==> config.mk <==
export PLATFORM = sky130hd
export DESIGN_NAME = uart_rx_deser_cfg
export DESIGN_NICKNAME = d
export VERILOG_FILES = /design/src/rtl/uart_rx_deser_cfg_pkg.sv /design/src/rtl/uart_rx_deser_cfg.sv
export SDC_FILE = /design/constraint.sdc
export NUM_CORES = 1
export LEC_CHECK = 0
export CORE_ASPECT_RATIO = 0.5
export CORE_MARGIN = 2
export CORE_UTILIZATION = 60
export CTS_BUF_LIST = sky130_fd_sc_hd__clkbuf_8
export DETAILED_ROUTE_END_ITERATION = 12
export GPL_ROUTABILITY_DRIVEN = 0
export HOLD_SLACK_MARGIN = 0.06
export PLACE_DENSITY = 0.92
export SYNTH_ARGS = -nofsm -noshare
export SYNTH_HDL_FRONTEND = slang
export SYNTH_SLANG_ARGS = --single-unit
==> constraint.sdc <==
create_clock -name CLK -period 5.6 [get_ports CLK]
set_clock_uncertainty 0.2 [all_clocks]
set_input_delay 1.12 -clock CLK [delete_from_list [all_inputs] [get_ports CLK]]
set_output_delay 1.12 -clock CLK [all_outputs]
set_load 0.02 [all_outputs]
==> src/rtl/uart_rx_deser_cfg_pkg.sv <==
// Shared definitions for the UART RX deserializer: FSM state encoding and default frame width.
package uart_rx_deser_cfg_pkg;

  // Default maximum frame width in bits.
  localparam int unsigned DefaultDataWidth = 8;

  // Deserializer states. SHIFT accepts bits, FULL holds a completed frame until the next clear.
  typedef enum logic {
    StShift = 1'b0,
    StFull  = 1'b1
  } deser_state_e;

endpackage

==> src/rtl/uart_rx_deser_cfg.sv <==
// UART RX deserializer with runtime frame width, LSB/MSB-first ordering, frame-done strobe and
// sticky overrun flag. P_DATA holds the last complete frame while the next one shifts in.
// Optional build macro UART_DESER_PARITY_EN adds par_odd input and par_calc output.
module uart_rx_deser_cfg
  import uart_rx_deser_cfg_pkg::*;
#(
  parameter int unsigned DATA_WIDTH = DefaultDataWidth,
  parameter int unsigned CNT_WIDTH  = $clog2(DATA_WIDTH + 1)
) (
  input  logic                  CLK,
  input  logic                  RST,
  input  logic                  deser_clr,
  input  logic                  deser_en,
  input  logic                  sampled_bit,
  input  logic [CNT_WIDTH-1:0]  cfg_width,
  input  logic                  cfg_msb_first,
`ifdef UART_DESER_PARITY_EN
  input  logic                  par_odd,
  output logic                  par_calc,
`endif
  output logic [DATA_WIDTH-1:0] P_DATA,
  output logic                  frame_done,
  output logic                  deser_full,
  output logic                  overrun,
  output logic [CNT_WIDTH-1:0]  bit_count
);

  localparam logic [CNT_WIDTH-1:0] MaxWidth = CNT_WIDTH'(DATA_WIDTH);

  deser_state_e            state_q;
  logic [DATA_WIDTH-1:0]   shreg_q;
  logic [DATA_WIDTH-1:0]   pdata_q;
  logic [CNT_WIDTH-1:0]    count_q;
  logic [CNT_WIDTH-1:0]    width_q;
  logic                    msb_q;
  logic                    done_q;
  logic                    ovr_q;

  // Effective view of the frame context this cycle: a clear takes effect before the capture.
  deser_state_e            state_eff;
  logic [DATA_WIDTH-1:0]   shreg_eff;
  logic [CNT_WIDTH-1:0]    count_eff;
  logic [CNT_WIDTH-1:0]    width_eff;
  logic                    msb_eff;
  logic [CNT_WIDTH-1:0]    idx;
  logic [DATA_WIDTH-1:0]   shreg_cap;
  logic [DATA_WIDTH-1:0]   width_mask;
  logic                    last_bit;

`ifdef UART_DESER_PARITY_EN
  logic                    par_odd_q;
  logic                    par_odd_eff;
  logic                    par_q;
`endif

  // Resolve clear-vs-latched context, bit index, captured shift value and width mask.
  always_comb begin
    state_eff = deser_clr ? StShift : state_q;
    shreg_eff = deser_clr ? '0 : shreg_q;
    count_eff = deser_clr ? '0 : count_q;
    msb_eff   = deser_clr ? cfg_msb_first : msb_q;
    if (deser_clr) begin
      width_eff = ((cfg_width == '0) || (cfg_width > MaxWidth)) ? MaxWidth : cfg_width;
    end else begin
      width_eff = width_q;
    end
    idx       = msb_eff ? (width_eff - count_eff - CNT_WIDTH'(1)) : count_eff;
    shreg_cap = shreg_eff | (DATA_WIDTH'(sampled_bit) << idx);
    last_bit  = (count_eff == (width_eff - CNT_WIDTH'(1)));
    width_mask = '0;
    for (int unsigned i = 0; i < DATA_WIDTH; i++) begin
      width_mask[i] = (i < 32'(width_eff));
    end
  end

`ifdef UART_DESER_PARITY_EN
  // Parity polarity follows the same clear-then-capture rule as the frame config.
  always_comb begin
    par_odd_eff = deser_clr ? par_odd : par_odd_q;
  end
`endif

  // Deserializer FSM with registered outputs; later assignments override the clear defaults.
  always_ff @(posedge CLK or negedge RST) begin
    if (!RST) begin
      state_q   <= StShift;
      shreg_q   <= '0;
      pdata_q   <= '0;
      count_q   <= '0;
      width_q   <= MaxWidth;
      msb_q     <= 1'b0;
      done_q    <= 1'b0;
      ovr_q     <= 1'b0;
`ifdef UART_DESER_PARITY_EN
      par_odd_q <= 1'b0;
      par_q     <= 1'b0;
`endif
    end else begin
      done_q <= 1'b0;
      if (deser_clr) begin
        state_q   <= StShift;
        shreg_q   <= '0;
        count_q   <= '0;
        ovr_q     <= 1'b0;
        width_q   <= width_eff;
        msb_q     <= msb_eff;
`ifdef UART_DESER_PARITY_EN
        par_odd_q <= par_odd_eff;
`endif
      end
      if (deser_en) begin
        if (state_eff == StShift) begin
          shreg_q <= shreg_cap;
          count_q <= count_eff + CNT_WIDTH'(1);
          if (last_bit) begin
            pdata_q <= shreg_cap & width_mask;
            done_q  <= 1'b1;
            state_q <= StFull;
`ifdef UART_DESER_PARITY_EN
            par_q   <= (^(shreg_cap & width_mask)) ^ par_odd_eff;
`endif
          end
        end else begin
          ovr_q <= 1'b1;
        end
      end
    end
  end

  assign P_DATA     = pdata_q;
  assign frame_done = done_q;
  assign deser_full = (state_q == StFull);
  assign overrun    = ovr_q;
  assign bit_count  = count_q;
`ifdef UART_DESER_PARITY_EN
  assign par_calc   = par_q;
`endif

endmodule

; Word level (Yosys, flattened, before mapping)
; Index checks and enable logic that the tools add are counted.
[classes]
eq_ne = 1
shifts = 1
bitwise = 3
reduce_logical = 3
order_cmp = 9
n_addsub = 4
muxes = 19
[op_table]
columns = cell, n
row1 = $mux 4, 6
row2 = $mux 8, 3
row3 = $lt 3x4->1 const A, 4
row4 = $mux 1, 10
row5 = $and 8x8->8, 1
row6 = $lt 1x4->1 const A, 2
row7 = $lt 2x4->1 const A, 2
row8 = $or 8x8->8, 1
row9 = $shl 1x4->8, 1
row10 = $sub 4x1->4 const B, 2
row11 = $add 4x1->4 const B, 1
row12 = $eq 4x4->1, 1
row13 = $gt 4x4->1 const B, 1
row14 = $logic_not 4->1, 1
row15 = $sub 4x4->4, 1
row16 = $reduce_and 3->1, 1
row17 = $logic_or 1x1->1, 1
row18 = $not 1->1, 1
[totals]
out_inout_bits = 15
wordCells = 48
regBits = 28

; Depth between registers and ports, before layout
; Gate-level depths: netlist (run 1).
[logic_depth]
word_depth = 11
ltp_mapped = 14

; Worst setup path before layout (run 1)
; OpenSTA, ideal clock, no wires.
[synth_timing]
path_type = input to register
start = input deser_clr
end = register pdata_q[2], in the netlist P_DATA[2]
arrival_ns = 3.748
path_slack_ns = 1.557
path_stages = 13
path_buffers = 3
path_cell_list = buf_6 > buf_2 > buf_2 > nand2_1 > o2bb2ai_1 > inv_1 > fa_1 > and2_1 > o32ai_1 > nand3_1 > nor2_1 > a32oi_1 > o31ai_1
[synth_via]
elab_chain_cells = 7
elab_cells_between_ends = 16
[synth_rtl]
columns = item, line_no
row1 = start: declaration, uart_rx_deser_cfg.sv:12  ; input logic deser_clr,
row2 = $mux 4 (on tied branches), "uart_rx_deser_cfg.sv:62, uart_rx_deser_cfg.sv:60"
row3 = $sub 4x4->4, uart_rx_deser_cfg.sv:67  ; idx = msb_eff ? (width_eff - count_eff - CNT_WIDTH'(1)) : count_eff;
row4 = $sub 4x1->4, uart_rx_deser_cfg.sv:67
row5 = $mux 4, uart_rx_deser_cfg.sv:67
row6 = $shl 1x4->8, uart_rx_deser_cfg.sv:68  ; shreg_cap = shreg_eff | (DATA_WIDTH'(sampled_bit) << idx);
row7 = $or 8x8->8, uart_rx_deser_cfg.sv:68
row8 = $and 8x8->8, uart_rx_deser_cfg.sv:116  ; pdata_q <= shreg_cap & width_mask;
row9 = end signal: assignment, uart_rx_deser_cfg.sv:116
row10 = end: declaration, uart_rx_deser_cfg.sv:32  ; logic [DATA_WIDTH-1:0] pdata_q;
; Parallel ways exist; a longest one is shown, timed or not.
; A chain may end at the register's enable or synchronous reset.

; Final worst setup path (run 1)
[layout_timing]
start = input deser_clr
end = register pdata_q[3], in the netlist P_DATA[3]
[layout_via]
elab_chain_cells = 7
elab_cells_between_ends = 16
[layout_rtl]
columns = item, line_no
row1 = $mux 4 *, uart_rx_deser_cfg.sv:62  ; if (deser_clr) begin
row2 = named net width_eff[0], uart_rx_deser_cfg.sv:43  ; logic [CNT_WIDTH-1:0] width_eff;
row3 = $sub 4x4->4, uart_rx_deser_cfg.sv:67
row4 = $sub 4x1->4, uart_rx_deser_cfg.sv:67
row5 = $mux 4, uart_rx_deser_cfg.sv:67
row6 = $shl 1x4->8, uart_rx_deser_cfg.sv:68
row7 = $or 8x8->8, uart_rx_deser_cfg.sv:68
row8 = $and 8x8->8, uart_rx_deser_cfg.sv:116
; Mark *: on every way through the listed nets, which the timed path passes. The rest lies on a longest branch.

==> results, run 1 <==
- The endpoint class of the critical path is a flip-flop.
- The post-route standard cell area excluding fillers is 2190 um2.
- The highest cell delay on the worst timing path is 0.54 ns.
- Tracing the worst setup path back leads to its startpoint at deser_clr.
- The core region area is 3000 um2.
- In this run the remaining antenna-violating nets after routing total 0.
- The most common flop cell mapped by yosys is sky130_fd_sc_hd__dfrtp_1.
- The number of storage elements in the synthesis netlist is 28.
- The category of the most critical setup path is in2reg.
- After synthesis, the cell types taking the most area are sky130_fd_sc_hd__dfrtp_1 36%, sky130_fd_sc_hd__ha_1 5.4%, sky130_fd_sc_hd__o2bb2ai_1 3.7%.
- Of the total synthesized cell area, the portion taken by full adders, half adders and majority gates is 0.0642.
- The final layout contains 234 nets.
- The areal power density over the cells is 265 nW/um2.
- The die width is 83.0 um.
- Once layout is complete, the cells apart from fillers number 254.
- The required time at the endpoint of the critical path is 5.59 ns.
- Setup repair after global routing left no endpoint under its margin.
- In this run the critical register-to-register path is launched from width_q[1]$_DFFE_PN0P_.
- The end of the worst register-to-register path is P_DATA[3]$_DFFE_PN0P_.
- For this run, asynchronously set or reset flops after synthesis account for 1.00.
- The cell type with the highest aggregate area in the netlist is sky130_fd_sc_hd__dfrtp_1.
- Pin placement for this block handled 25 I/O pins.
- The maximum fanout along the worst path is 20.
- Setup total negative slack on the finished layout was measured at 0 ns.
- VDD sags by at most 0.179 mV.
- The number of CTS-inserted buffers is 3.
- Of the cells placed in the final design, the portion with a size suffix greater than 1 is 0.0794.
- The overall routing resource usage is 0.253.
- The layout has 203 filler cells.
- The flow ran to the end, and the final reports show no timing, DRC or antenna violations.
- The initial utilization of the core area, before any placement, comes to 0.624.
- The number of vias after detailed routing is 1,619.
- The main combinational cell family by area after synthesis is compound AO/OA/AOI/OAI gates.
- For flop-to-flop paths, the worst setup slack is 2.54 ns.
- In the post-synthesis netlist, the cell with the most instances is sky130_fd_sc_hd__dfrtp_1.
- After synthesis the cells add up to 1870 um2.
- The path class of the lowest-slack min-delay path is reg2reg.
- After detailed placement, the design holds a cell count of 249.
- The net count after synthesis is 212.
- Traced cell by cell, the critical path runs through clkdlybuf4s50_1 -> clkinv_2 -> o2bb2ai_2 -> ha_1 -> inv_1 -> fa_1 -> and2_1 -> o32ai_1 -> nand3_1 -> nor2_1 -> a32oi_1 -> o31ai_1.
- The gate count after technology mapping is 193.
- The number of unique standard cell types used by synthesis is 50.
- The hold violation total from the final report is 0.
- A synthesized cell averages 9.69 um2.
- The share of synthesized area in the top cell type comes to 0.361.
- CTS built an H-tree with a depth of 1.
- The port buffer count is 24.
- The number of buffers between clock root and the deepest sink is 2.
- The launch instance of the worst min-delay path is shreg_q[6]$_DFF_PN0_.
- The number of core rows is 14.
- The height of the chip is 43.5 um.
- The synthesized-area fraction occupied by ao, oa, aoi and oai cells came to 0.256.
- The later pin in the worst-skew pair is clocked with a latency of 0.28 ns.
- Setup violations remaining at the end of the flow were counted as 0.
- The post-cts hold buffer count is 0.
- The area of the die is 3610 um2.
- By count the netlist is led by 27 x sky130_fd_sc_hd__dfrtp_1, 18 x sky130_fd_sc_hd__nor2_1, 14 x sky130_fd_sc_hd__inv_1, 10 x sky130_fd_sc_hd__nand2_1.
- The number of global-route vias before repair is 1,452.
- The clock root buffer is sky130_fd_sc_hd__clkbuf_8.
- The number of design-rule violations left by the first detailed-router iteration is 216.
- The clock-pin slew on the worst setup and hold paths is 0.10 ns.
- After layout, the design draws a total of 0.000579 W.
- The number of detailed-routing iterations run before antenna repair is 5.
- The first global-routing pass estimated 7170 um of wire.
- The initial antenna violation count is 0.
- The clock sink count is 28.
- Of the total synthesized cell area, the portion taken by XOR and XNOR cells is 0.0421.
- The sequential share of the synthesized area is 0.375.
- Data on the critical path arrives at its endpoint at 4.40 ns.
- Summed over all cells, the static leakage comes to 0.882 nW.
- The DRC violations left is 0.
- The number of instances on the worst hold path is 1.
- In this run, post-CTS repair resized a total of 0 instances.
- The worst relative slew slack is 0.432.
- For this run the aggregate overflow at the end of global routing stands at 0.
- At the pin with the least slew margin, the transition time is 0.845 ns.
- The average wire per standard cell is 16.6 um.
- Of the total synthesized cell area, the portion taken by AND, OR, NAND and NOR gates is 0.185.
- The number of maximum-capacitance constraint violations is 0.
- The highest clock rate is 227 MHz.
- For the worst flop-to-flop path, the logic depth is 9.
- The placed instances occupy a cell area of 2110 um2.
- TritonCTS built the clock tree.
- After detailed routing, the number of vias per cell comes to 6.37.
- The minimum clock period after layout is 4.41 ns.
- The synthesized design contains 0 enable-type register cells.
- The startpoint type of the worst setup path is an input port.
- In this run the post-CTS setup repair buffer count came out at 0.
- The final-report max-slew violation count is 0.
- The total half-perimeter wirelength after legalization and detailed placement is 3190 um.
- The maximum number of pins on one net before global-route repair is 29.
- The capture endpoint of the worst hold path is shreg_q[6]$_DFF_PN0_.
- After synthesis, the share of cell area in mux cells is 0.0107.
- Wires add up to 4210 um.
- The cell with the biggest individual delay on the critical path is sky130_fd_sc_hd__clkdlybuf4s50_1.
- Of the available clock period, the critical path in the final layout requires 0.787.
- Yosys printed 0 warnings.
- The number of antenna repair diodes is 0.
- The post-synthesis to final-layout area growth is 17.0%.
-- sequential cells by signal (all words and copies together), names as in the netlist --
name        flops
deser_full      1
shreg_q         8
width_q         4
frame_done      1
overrun         1
msb_q           1
P_DATA          8
bit_count       4
-- cells in the final DEF (no fill, tap or decap), types with 7 or more instances in the layout --
master	n
sky130_fd_sc_hd__a32oi_1	7
sky130_fd_sc_hd__dfrtp_1	27
sky130_fd_sc_hd__inv_1	14
sky130_fd_sc_hd__nand3_1	9
sky130_fd_sc_hd__o31ai_1	7
sky130_fd_sc_hd__o21ai_0	9
sky130_fd_sc_hd__nand2_1	10
sky130_fd_sc_hd__nor2_1	18
sky130_fd_sc_hd__clkdlybuf4s50_1	24
sky130_fd_sc_hd__ha_1	8
sky130_fd_sc_hd__xnor2_1	8
sky130_fd_sc_hd__o2bb2ai_1	8
-- worst max path at each step --
stage                                        to  depth (start not counted)
after floorplan           P_DATA[2]$_DFFE_PN0P_                         13
after global placement    P_DATA[3]$_DFFE_PN0P_                         12
after detailed placement  P_DATA[6]$_DFFE_PN0P_                         12
after CTS                 P_DATA[6]$_DFFE_PN0P_                         12
after global routing      P_DATA[3]$_DFFE_PN0P_                         12
final                     P_DATA[3]$_DFFE_PN0P_                         12
-- cell type report --
cell class                      instances  area (um2)  share of cell area
Tap cell                               40        50.0              0.0229
Sequential cell                        28         702               0.321
Inverter                               16        61.3              0.0280
Clock buffer                            3        41.3              0.0189
Timing Repair Buffer                   27         260               0.119
Multi-Input combinational cell        139        1040               0.477
Clock inverter                          1        30.0              0.0137
-- cell families (layout without fill, tap and decap cells) --
| family | Yosys count | after routing |
|---|---|---|
| and+or+nand+nor | 60 | 60 |
| DFF | 28 | 28 |
| xor gates and xnor gates | 9 | 9 |
| adders and majority gates | 9 | 9 |
| buffers and inverters | 26 | 47 |
| AOI/OAI and AO/OA | 59 | 59 |
| muxes | 2 | 2 |
-- layer usage --
| metal | track usage | vias up | routed length, um |
|---|---|---|---|
| li1 | - | 760 | - |
| met1 | 0.373 | 773 | 2040 |
| met2 | 0.381 | 80 | 1780 |
| met3 | 0.0629 | 6 | 341 |
| met4 | 0.0656 | 0 | 55 |
| met5 | 0 | - | 0 |
-- power breakdown --
| part | leakage [nW] | internal (W) | total [W] | switching (W) |
|---|---|---|---|---|
| Combinational | 0.469 | 0.0000771 | 0.000185 | 0.000108 |
| Sequential | 0.377 | 0.000222 | 0.000236 | 0.0000146 |
| Clock | 0.0357 | 0.0000957 | 0.000158 | 0.0000625 |
-- per-stage QoR --
| stage | hold WS (ns) | setup WS, ns | util |
|---|---|---|---|
| after floorplan | 0.255 | 1.56 | - |
| after global placement | 0.278 | 1.13 | 0.705 |
| after detailed placement | 0.285 | 0.926 | 0.705 |
| after CTS | 0.309 | 1.20 | 0.729 |
| after global routing | 0.343 | 0.888 | 0.731 |
| final | 0.306 | 1.19 | 0.731 |
-- critical path: cells and delay by family --
family | cells | cell delay, ns
fa+ha+maj | 2 | 0.68
simple gates | 3 | 0.54
compound gates | 4 | 1.16
buf+inv | 3 | 0.90
Note: power is estimated with default switching activity, not from simulation.
==> inputs of run 2 (changes only) <==
- CORE_UTILIZATION: 60 -> 57
- PLACE_DENSITY: 0.92 -> 0.88
- clock period: 5.6 -> 4.6 ns (I/O delays scaled with it)
==> run 2 against run 1 <==
Against the previous run:
- total power is 17% higher
- flip-flop and latch count did not move
- die area up 4.9%
- sequential share of layout area is 0.24 points lower
- via count fell by 1.7%
- critical endpoint is now P_DATA[5]$_DFFE_PN0P_
- non-clock buffer count grew 4
==> results, run 2 (synthesis results as in run 1) <==
- The category of the most critical setup path is in2reg.
- The detailed-route vias per instance is 6.17 (-3.3%).
- The actual transition at the worst max-transition pin is 0.506 ns (-0.339 ns).
- The worst relative slew slack is 0.658 (+0.226).
- The maximum vdd drop is 0.150 mV (-16%).
- The effective utilization at floorplan was 0.610 (-0.0143).
- The wire length of the first global-routing pass is 7530 um (+5.1%).
- The DRC violations left is 0 (unchanged).
- The worst setup path is captured at a flip-flop.
- The share of post-route cells with drive strength above 1 was 0.0963 (+0.0169).
- The clock latency of the later-clocked register in the worst-skew pair is 0.28 ns (about the same).
- The height of the chip was 44.5 um (+2.4%).
- The highest clock rate is 254 MHz.
- The H-tree depth came to 1 (unchanged).
- The count of cells along the worst register-to-register path is 9 (unchanged).
- The hold violation total from the final report is 0 (unchanged).
- The launch instance of the worst min-delay path is shreg_q[5]$_DFF_PN0_.
- The average wire per standard cell was 17.5 um (+5.4%).
- The number of core rows was 14 (unchanged).
- The leftover overflow at the end of global routing is 0 (unchanged).
- The initial antenna violation count came to 0 (unchanged).
- The leakage power figure is 0.896 nW (+1.6%).
- The met2 wirelength from detailed routing was 1990 um (+12%).
- The count of buffering cells on the critical path with inverters included is 3 (unchanged).
- The final cell count without fillers was 258 (+1.6%).
- The die width is 85.0 um (+2.5%).
- The sum of routed wire segments on met1 is 2120 um (+4.2%).
- The data arrival time of the worst path is 3.91 ns (-0.49 ns).
- The overall routing resource usage is 0.259 (+0.00549).
- The final sum of negative setup slack is 0 ns (unchanged).
- Relative to the synthesized area, the layout overhead comes to 17.9%.
- The clock sink count is 28 (unchanged).
- The minimum clock period after layout is 3.94 ns.
- The power spent charging and discharging nets is 0.000231 W (+25%).
- The required time at the endpoint of the critical path is 4.56 ns (-1.03 ns).
- The post-cts hold buffer count is 0 (unchanged).
- The power share of the clock group came to 0.227 (-0.046).
- The total met3 wirelength after detailed routing is 346 um (+1.5%).
- The end of the worst register-to-register path is P_DATA[5]$_DFFE_PN0P_.
- In the layout the commonest cells are 27 x sky130_fd_sc_hd__dfrtp_1, 24 x sky130_fd_sc_hd__clkdlybuf4s50_1, 18 x sky130_fd_sc_hd__nor2_1.
- The clock-pin slew on the worst setup and hold paths was 0.10 ns (about the same).
- The part of the power in combinational logic is 0.344 (+0.025).
- The final-report max-slew violation count came to 0 (unchanged).
- The core region area came to 3070 um2 (+2.3%).
- The total placed cells including tap cells was 254 (+2.0%).
- The quantity of gates resized following cts was 0 (unchanged).
- The register-to-register setup slack came to 1.71 ns (-0.83 ns).
- The post-CTS setup-driven buffer insertion count was 0 (unchanged).
- Traced cell by cell, the critical path runs through clkdlybuf4s50_1 -> buf_4 -> nor2b_1 -> inv_1 -> ha_1 -> a21o_1 -> a21oi_1 -> xnor2_1 -> nand3b_1 -> a32oi_1 -> o31ai_1.
- The total half-perimeter wirelength after legalization and detailed placement is 3370 um (+5.7%).
- The net switching share of the total power is 0.342 (+0.0228).
- The highest cell delay on the worst timing path is 0.53 ns (about the same).
- The final wirelength is 4510 um (+7.0%).
- The minimum setup slack after placement is 0.432 ns (-0.495 ns).
- The number of instances on the worst hold path came to 1 (unchanged).
- The internal portion of total power was 0.000445 W (+13%).
- The count of final setup violators is 0 (unchanged).
- The largest delay contributor family on the critical path is buffers and inverters.
- The number of vias after detailed routing came to 1,591 (-1.7%).
- The area of the die came to 3780 um2 (+4.9%).
- Clock tree synthesis selected as its root buffer the cell sky130_fd_sc_hd__clkbuf_8.
- The areal power density over the cells is 307 nW/um2 (+16%).
- The leading cell type in the layout, fill and taps excluded is sky130_fd_sc_hd__dfrtp_1.
- The overall power of the completed layout is 0.000676 W (+17%).
- The capture endpoint of the worst hold path is shreg_q[5]$_DFF_PN0_.
- The maximum number of pins on one net before global-route repair is 29 (unchanged).
- The port buffer count is 24 (unchanged).
- The share of total power in sequential cells is 0.429 (+0.021).
- The number of buffers between clock root and the deepest sink is 2 (unchanged).
- The number of antenna repair diodes is 0 (unchanged).
- The worst hold path belongs to the class reg2reg.
- The period utilization is 0.857.
- The I/O pin count is 25 (unchanged).
- The uppermost metal layer occupied by signal nets is met4.
- The remaining antenna violation count after routing came to 0 (unchanged).
- The startpoint type of the worst setup path is an input port.
- The CTS tree is yes.
- The number of global-route vias before repair is 1,484 (+2.2%).
- The maximum fanout along the worst path is 25 (+25%).
- The worst hold slack across all endpoints is 0.300 ns (-0.00621 ns).
- The beginning of the worst register-to-register path is bit_count[1]$_DFF_PN0_.
- The number of CTS-inserted buffers is 3 (unchanged).
- The number of detailed-routing iterations run before antenna repair came to 5 (unchanged).
- The run finished with clean final reports.
- The number of design-rule violations left by the first detailed-router iteration is 109 (-50%).
- The cell with the biggest individual delay on the critical path is sky130_fd_sc_hd__clkdlybuf4s50_1.
- Setup repair after global routing left no endpoint under its margin.
- The number of maximum-capacitance constraint violations is 0 (unchanged).
- The filler cell count is 223 (+9.9%).
- The post-layout worst setup margin is 0.656 ns (-0.536 ns).
- The final-stage net count is 238 (+1.7%).
[run 2: power groups by stage]
| stage | Sequential [W] | Combinational, W | Clock, W |
|---|---|---|---|
| floorplan | 0.000307 | 0.000132 | 0 |
| finish | 0.000290 | 0.000232 | 0.000153 |
| global placement | 0.000293 | 0.000222 | 0 |
| CTS | 0.000290 | 0.000230 | 0.000157 |
| global route | 0.000294 | 0.000251 | 0.000168 |
| detailed placement | 0.000294 | 0.000228 | 0 |
[run 2: how the worst max path moves through the flow]
stage / slack (ns) / endpoint / from / cells past startpoint
floorplan: 0.76 / P_DATA[2]$_DFFE_PN0P_ / deser_clr / 13
detailed placement: 0.43 / P_DATA[0]$_DFFE_PN0P_ / deser_clr / 11
global placement: 0.47 / P_DATA[0]$_DFFE_PN0P_ / deser_clr / 11
finish: 0.66 / P_DATA[5]$_DFFE_PN0P_ / deser_clr / 11
global route: 0.39 / P_DATA[4]$_DFFE_PN0P_ / deser_clr / 11
CTS: 0.71 / P_DATA[0]$_DFFE_PN0P_ / deser_clr / 11
[run 2: metrics by stage]
step | area (um2) | utilization
after detailed placement | 2150 | 0.701
after global placement | 2150 | 0.701
final | 2200 | 0.719
after CTS | 2200 | 0.719
after global routing | 2200 | 0.719
after floorplan | 1870 | -
[run 2: layer usage]
metal	global-route usage	vias to the layer above
met4	0.0508	0
met3	0.0485	6
met1	0.377	758
met5	0	-
li1	-	769
met2	0.413	58
[run 2: layout make-up]
cell class | count | area (um2) | area share
Tap cell | 40 | 50.0 | 0.0227
Sequential cell | 28 | 702 | 0.318
Clock buffer | 4 | 55.1 | 0.0250
Inverter | 16 | 61.3 | 0.0278
Multi-Input combinational cell | 139 | 1040 | 0.473
Timing Repair Buffer | 31 | 293 | 0.133
[run 2: worst reg2reg max path: stages (launching register included)]
cell	delay, ns
sky130_fd_sc_hd__dfrtp_1	0.41
sky130_fd_sc_hd__nor2b_1	0.37
sky130_fd_sc_hd__inv_1	0.12
sky130_fd_sc_hd__ha_1	0.31
sky130_fd_sc_hd__a21o_1	0.16
sky130_fd_sc_hd__a21oi_1	0.16
sky130_fd_sc_hd__xnor2_1	0.17
sky130_fd_sc_hd__nand3b_1	0.34
sky130_fd_sc_hd__a32oi_1	0.43
sky130_fd_sc_hd__o31ai_1	0.11
==> inputs of run 3 (changes only) <==
- CELL_PAD_IN_SITES_DETAIL_PLACEMENT: default -> 0
- CELL_PAD_IN_SITES_GLOBAL_PLACEMENT: default -> 1
- CORE_UTILIZATION: 57 -> 44
==> run 3 against run 2 <==
Against the previous run:
- cell area grew 1.2%
- largest power group unchanged
- global-route usage shrank 5.9 points
- highest routed layer unchanged
- combinational power is essentially flat
- cell count grew 5.0%
- clock power grew 29%
- largest cell class unchanged
- first-iteration DRC count grew 31%
- die area grew 27%
- total power grew 6.2%
==> results, run 3 (synthesis results as in run 1) <==
- The port buffer count was 24 (unchanged).
- The total placed cells including tap cells was 267 (+5.1%).
- The hold violation total from the final report was 0 (unchanged).
- The critical path is of the in2reg type.
- The initial antenna violation count is 0 (unchanged).
- The overall power of the completed layout is 0.000718 W (+6.2%).
- Walking the worst path, the cells encountered are clkdlybuf4s50_1 -> buf_4 -> nor2b_1 -> inv_1 -> ha_1 -> a21o_1 -> a21oi_1 -> xnor2_1 -> nand3b_1 -> a32oi_1 -> o31ai_1.
- The average wire per standard cell was 16.7 um (-4.6%).
- The clock-pin slew on the worst setup and hold paths is 0.10 ns (about the same).
- The share of post-route cells with drive strength above 1 is 0.0922 (-0.00416).
- From synthesis to final layout, the design area changed by 19.3%.
- The count of cells along the worst register-to-register path is 9 (unchanged).
- The number of detailed-routing iterations run before antenna repair was 4 (-1).
- The leakage power figure is 0.897 nW (+0.20%).
- The quantity of gates resized following cts is 0 (unchanged).
- The clock sink count came to 28 (unchanged).
- The highest clock rate is 254 MHz (about the same).
- The die width was 96.2 um (+13%).
- The number of vias after detailed routing is 1,584 (-0.44%).
- The worst relative slew slack is 0.646 (-0.0120).
- The number of global-route vias before repair is 1,499 (+1.0%).
- The height of the chip is 50.1 um (+13%).
- The areal power density over the cells is 322 nW/um2 (+5.0%).
- The highest cell delay on the worst timing path came to 0.47 ns (-0.06 ns).
- The final sum of negative setup slack is 0 ns (unchanged).
- The maximum number of pins on one net before global-route repair is 29 (unchanged).
- The final-report max-slew violation count came to 0 (unchanged).
- The minimum clock period after layout is 3.94 ns (-0.00320 ns).
- In the layout the commonest cells are 27 x sky130_fd_sc_hd__dfrtp_1, 24 x sky130_fd_sc_hd__clkdlybuf4s50_1, 18 x sky130_fd_sc_hd__nor2_1.
- The DRC violations left is 0 (unchanged).
- The number of design-rule violations left by the first detailed-router iteration is 143 (+31%).
- The number of core rows is 16 (+2).
- The cell family contributing the most delay on the critical path is compound AO/OA/AOI/OAI gates.
- The flow ran to the end, and the final reports show no timing, DRC or antenna violations.
- The area of the die was 4820 um2 (+27%).
- The maximum vdd drop was 0.151 mV (+1.1%).
- The cell with the biggest individual delay on the critical path is sky130_fd_sc_hd__clkdlybuf4s50_1.
- The data arrival time of the worst path was 3.91 ns (about the same).
- The leftover overflow at the end of global routing came to 0 (unchanged).
- The core region area is 3980 um2 (+30%).
- The number of maximum-capacitance constraint violations is 0 (unchanged).
- The count of buffering cells on the critical path with inverters included was 3 (unchanged).
- The period utilization is 0.857 (about the same).
- The effective utilization at floorplan is 0.470 (-0.141).
- The maximum fanout along the worst path is 26 (+4.0%).
- The post-CTS setup-driven buffer insertion count was 0 (unchanged).
- The H-tree depth is 1 (unchanged).
- The total half-perimeter wirelength after legalization and detailed placement was 3330 um (-1.3%).
- The number of buffers between clock root and the deepest sink is 2 (unchanged).
- Clock tree synthesis selected as its root buffer the cell sky130_fd_sc_hd__clkbuf_8.
- The leading cell type in the layout, fill and taps excluded is sky130_fd_sc_hd__dfrtp_1.
- The number of instances on the worst hold path is 1 (unchanged).
- The count of final setup violators was 0 (unchanged).
- The endpoint class of the critical path is a flip-flop.
- The required time at the endpoint of the critical path is 4.57 ns (about the same).
- The final cell count without fillers came to 271 (+5.0%).
- The startpoint type of the worst setup path is an input port.
- The remaining antenna violation count after routing was 0 (unchanged).
- The logic depth of the worst setup path including buffers is 11 (unchanged).
- TritonCTS built the clock tree.
- Setup repair after global routing left no endpoint under its margin.
- The actual transition at the worst max-transition pin came to 0.526 ns (+0.0196 ns).
- The post-cts hold buffer count is 0 (unchanged).
- The filler cell count is 339 (+52%).
- The path class of the lowest-slack min-delay path is reg2reg.
- The final wirelength was 4520 um (+0.24%).
- The number of antenna repair diodes is 0 (unchanged).
- The final-stage net count is 237 (-0.42%).
- The wire length of the first global-routing pass came to 7360 um (-2.4%).
- The clock latency of the later-clocked register in the worst-skew pair is 0.28 ns (about the same).
- The number of CTS-inserted buffers was 3 (unchanged).
- The detailed-route vias per instance is 5.85 (-5.2%).
- The overall routing resource usage is 0.200 (-0.0587).
- The I/O pin count is 25 (unchanged).
## run 3: final cells by class
type	instances	area [um2]	area share
sequential	28	702	0.315
clock inverter	1	30.0	0.0135
timing repair buffer	30	285	0.128
multi-input combinational	139	1040	0.468
clock buffer	3	41.3	0.0185
inverter	16	61.3	0.0275
tap	54	67.6	0.0303
## run 3: final timing paths
check	startpoint	end	slack [ns]
worst max-delay path	deser_clr	P_DATA[5]$_DFFE_PN0P_	0.66
worst min-delay path	shreg_q[6]$_DFF_PN0_	shreg_q[6]$_DFF_PN0_	0.30
worst max register to register	bit_count[1]$_DFF_PN0_	P_DATA[5]$_DFFE_PN0P_	1.63
worst min register to register	shreg_q[6]$_DFF_PN0_	shreg_q[6]$_DFF_PN0_	0.30
max in group asynchronous	RST	width_q[3]$_DFFE_PN1P_	3.08
min in group asynchronous	RST	bit_count[1]$_DFF_PN0_	0.81
## run 3: power breakdown
part	switching (W)	internal (W)	leakage (nW)	total, W
Clock	0.0000816	0.000117	0.0357	0.000198
Sequential	0.0000183	0.000270	0.377	0.000288
Combinational	0.000133	0.0000978	0.485	0.000231
## run 3: worst reg2reg max path, cell delays in order, from the launching register on
cell and delay (ns):
sky130_fd_sc_hd__dfrtp_1 0.41, sky130_fd_sc_hd__nor2b_1 0.39, sky130_fd_sc_hd__inv_1 0.14, sky130_fd_sc_hd__ha_1 0.32
sky130_fd_sc_hd__a21o_1 0.16, sky130_fd_sc_hd__a21oi_1 0.17, sky130_fd_sc_hd__xnor2_1 0.17, sky130_fd_sc_hd__nand3b_1 0.33
sky130_fd_sc_hd__a32oi_1 0.46, sky130_fd_sc_hd__o31ai_1 0.12
## run 3: stage by stage
| step | hold WS [ns] | instance area (um2) | setup WS [ns] | util |
|---|---|---|---|---|
| floorplan | 0.255 | 1870 | 0.757 | - |
| global placement | 0.276 | 2160 | 0.437 | 0.542 |
| detailed placement | 0.281 | 2160 | 0.405 | 0.542 |
| CTS | 0.304 | 2230 | 0.706 | 0.560 |
| global route | 0.324 | 2230 | 0.419 | 0.560 |
| finish | 0.300 | 2230 | 0.659 | 0.560 |
## run 3: routing by layer
metal,up-vias,GRT usage,share of wire,wire [um]
met5,-,0,0,0
met4,0,0.0357,0.0040,18
met3,2,0.0459,0.062,280
met2,52,0.301,0.43,1960
met1,761,0.295,0.50,2260
li1,769,-,-,-
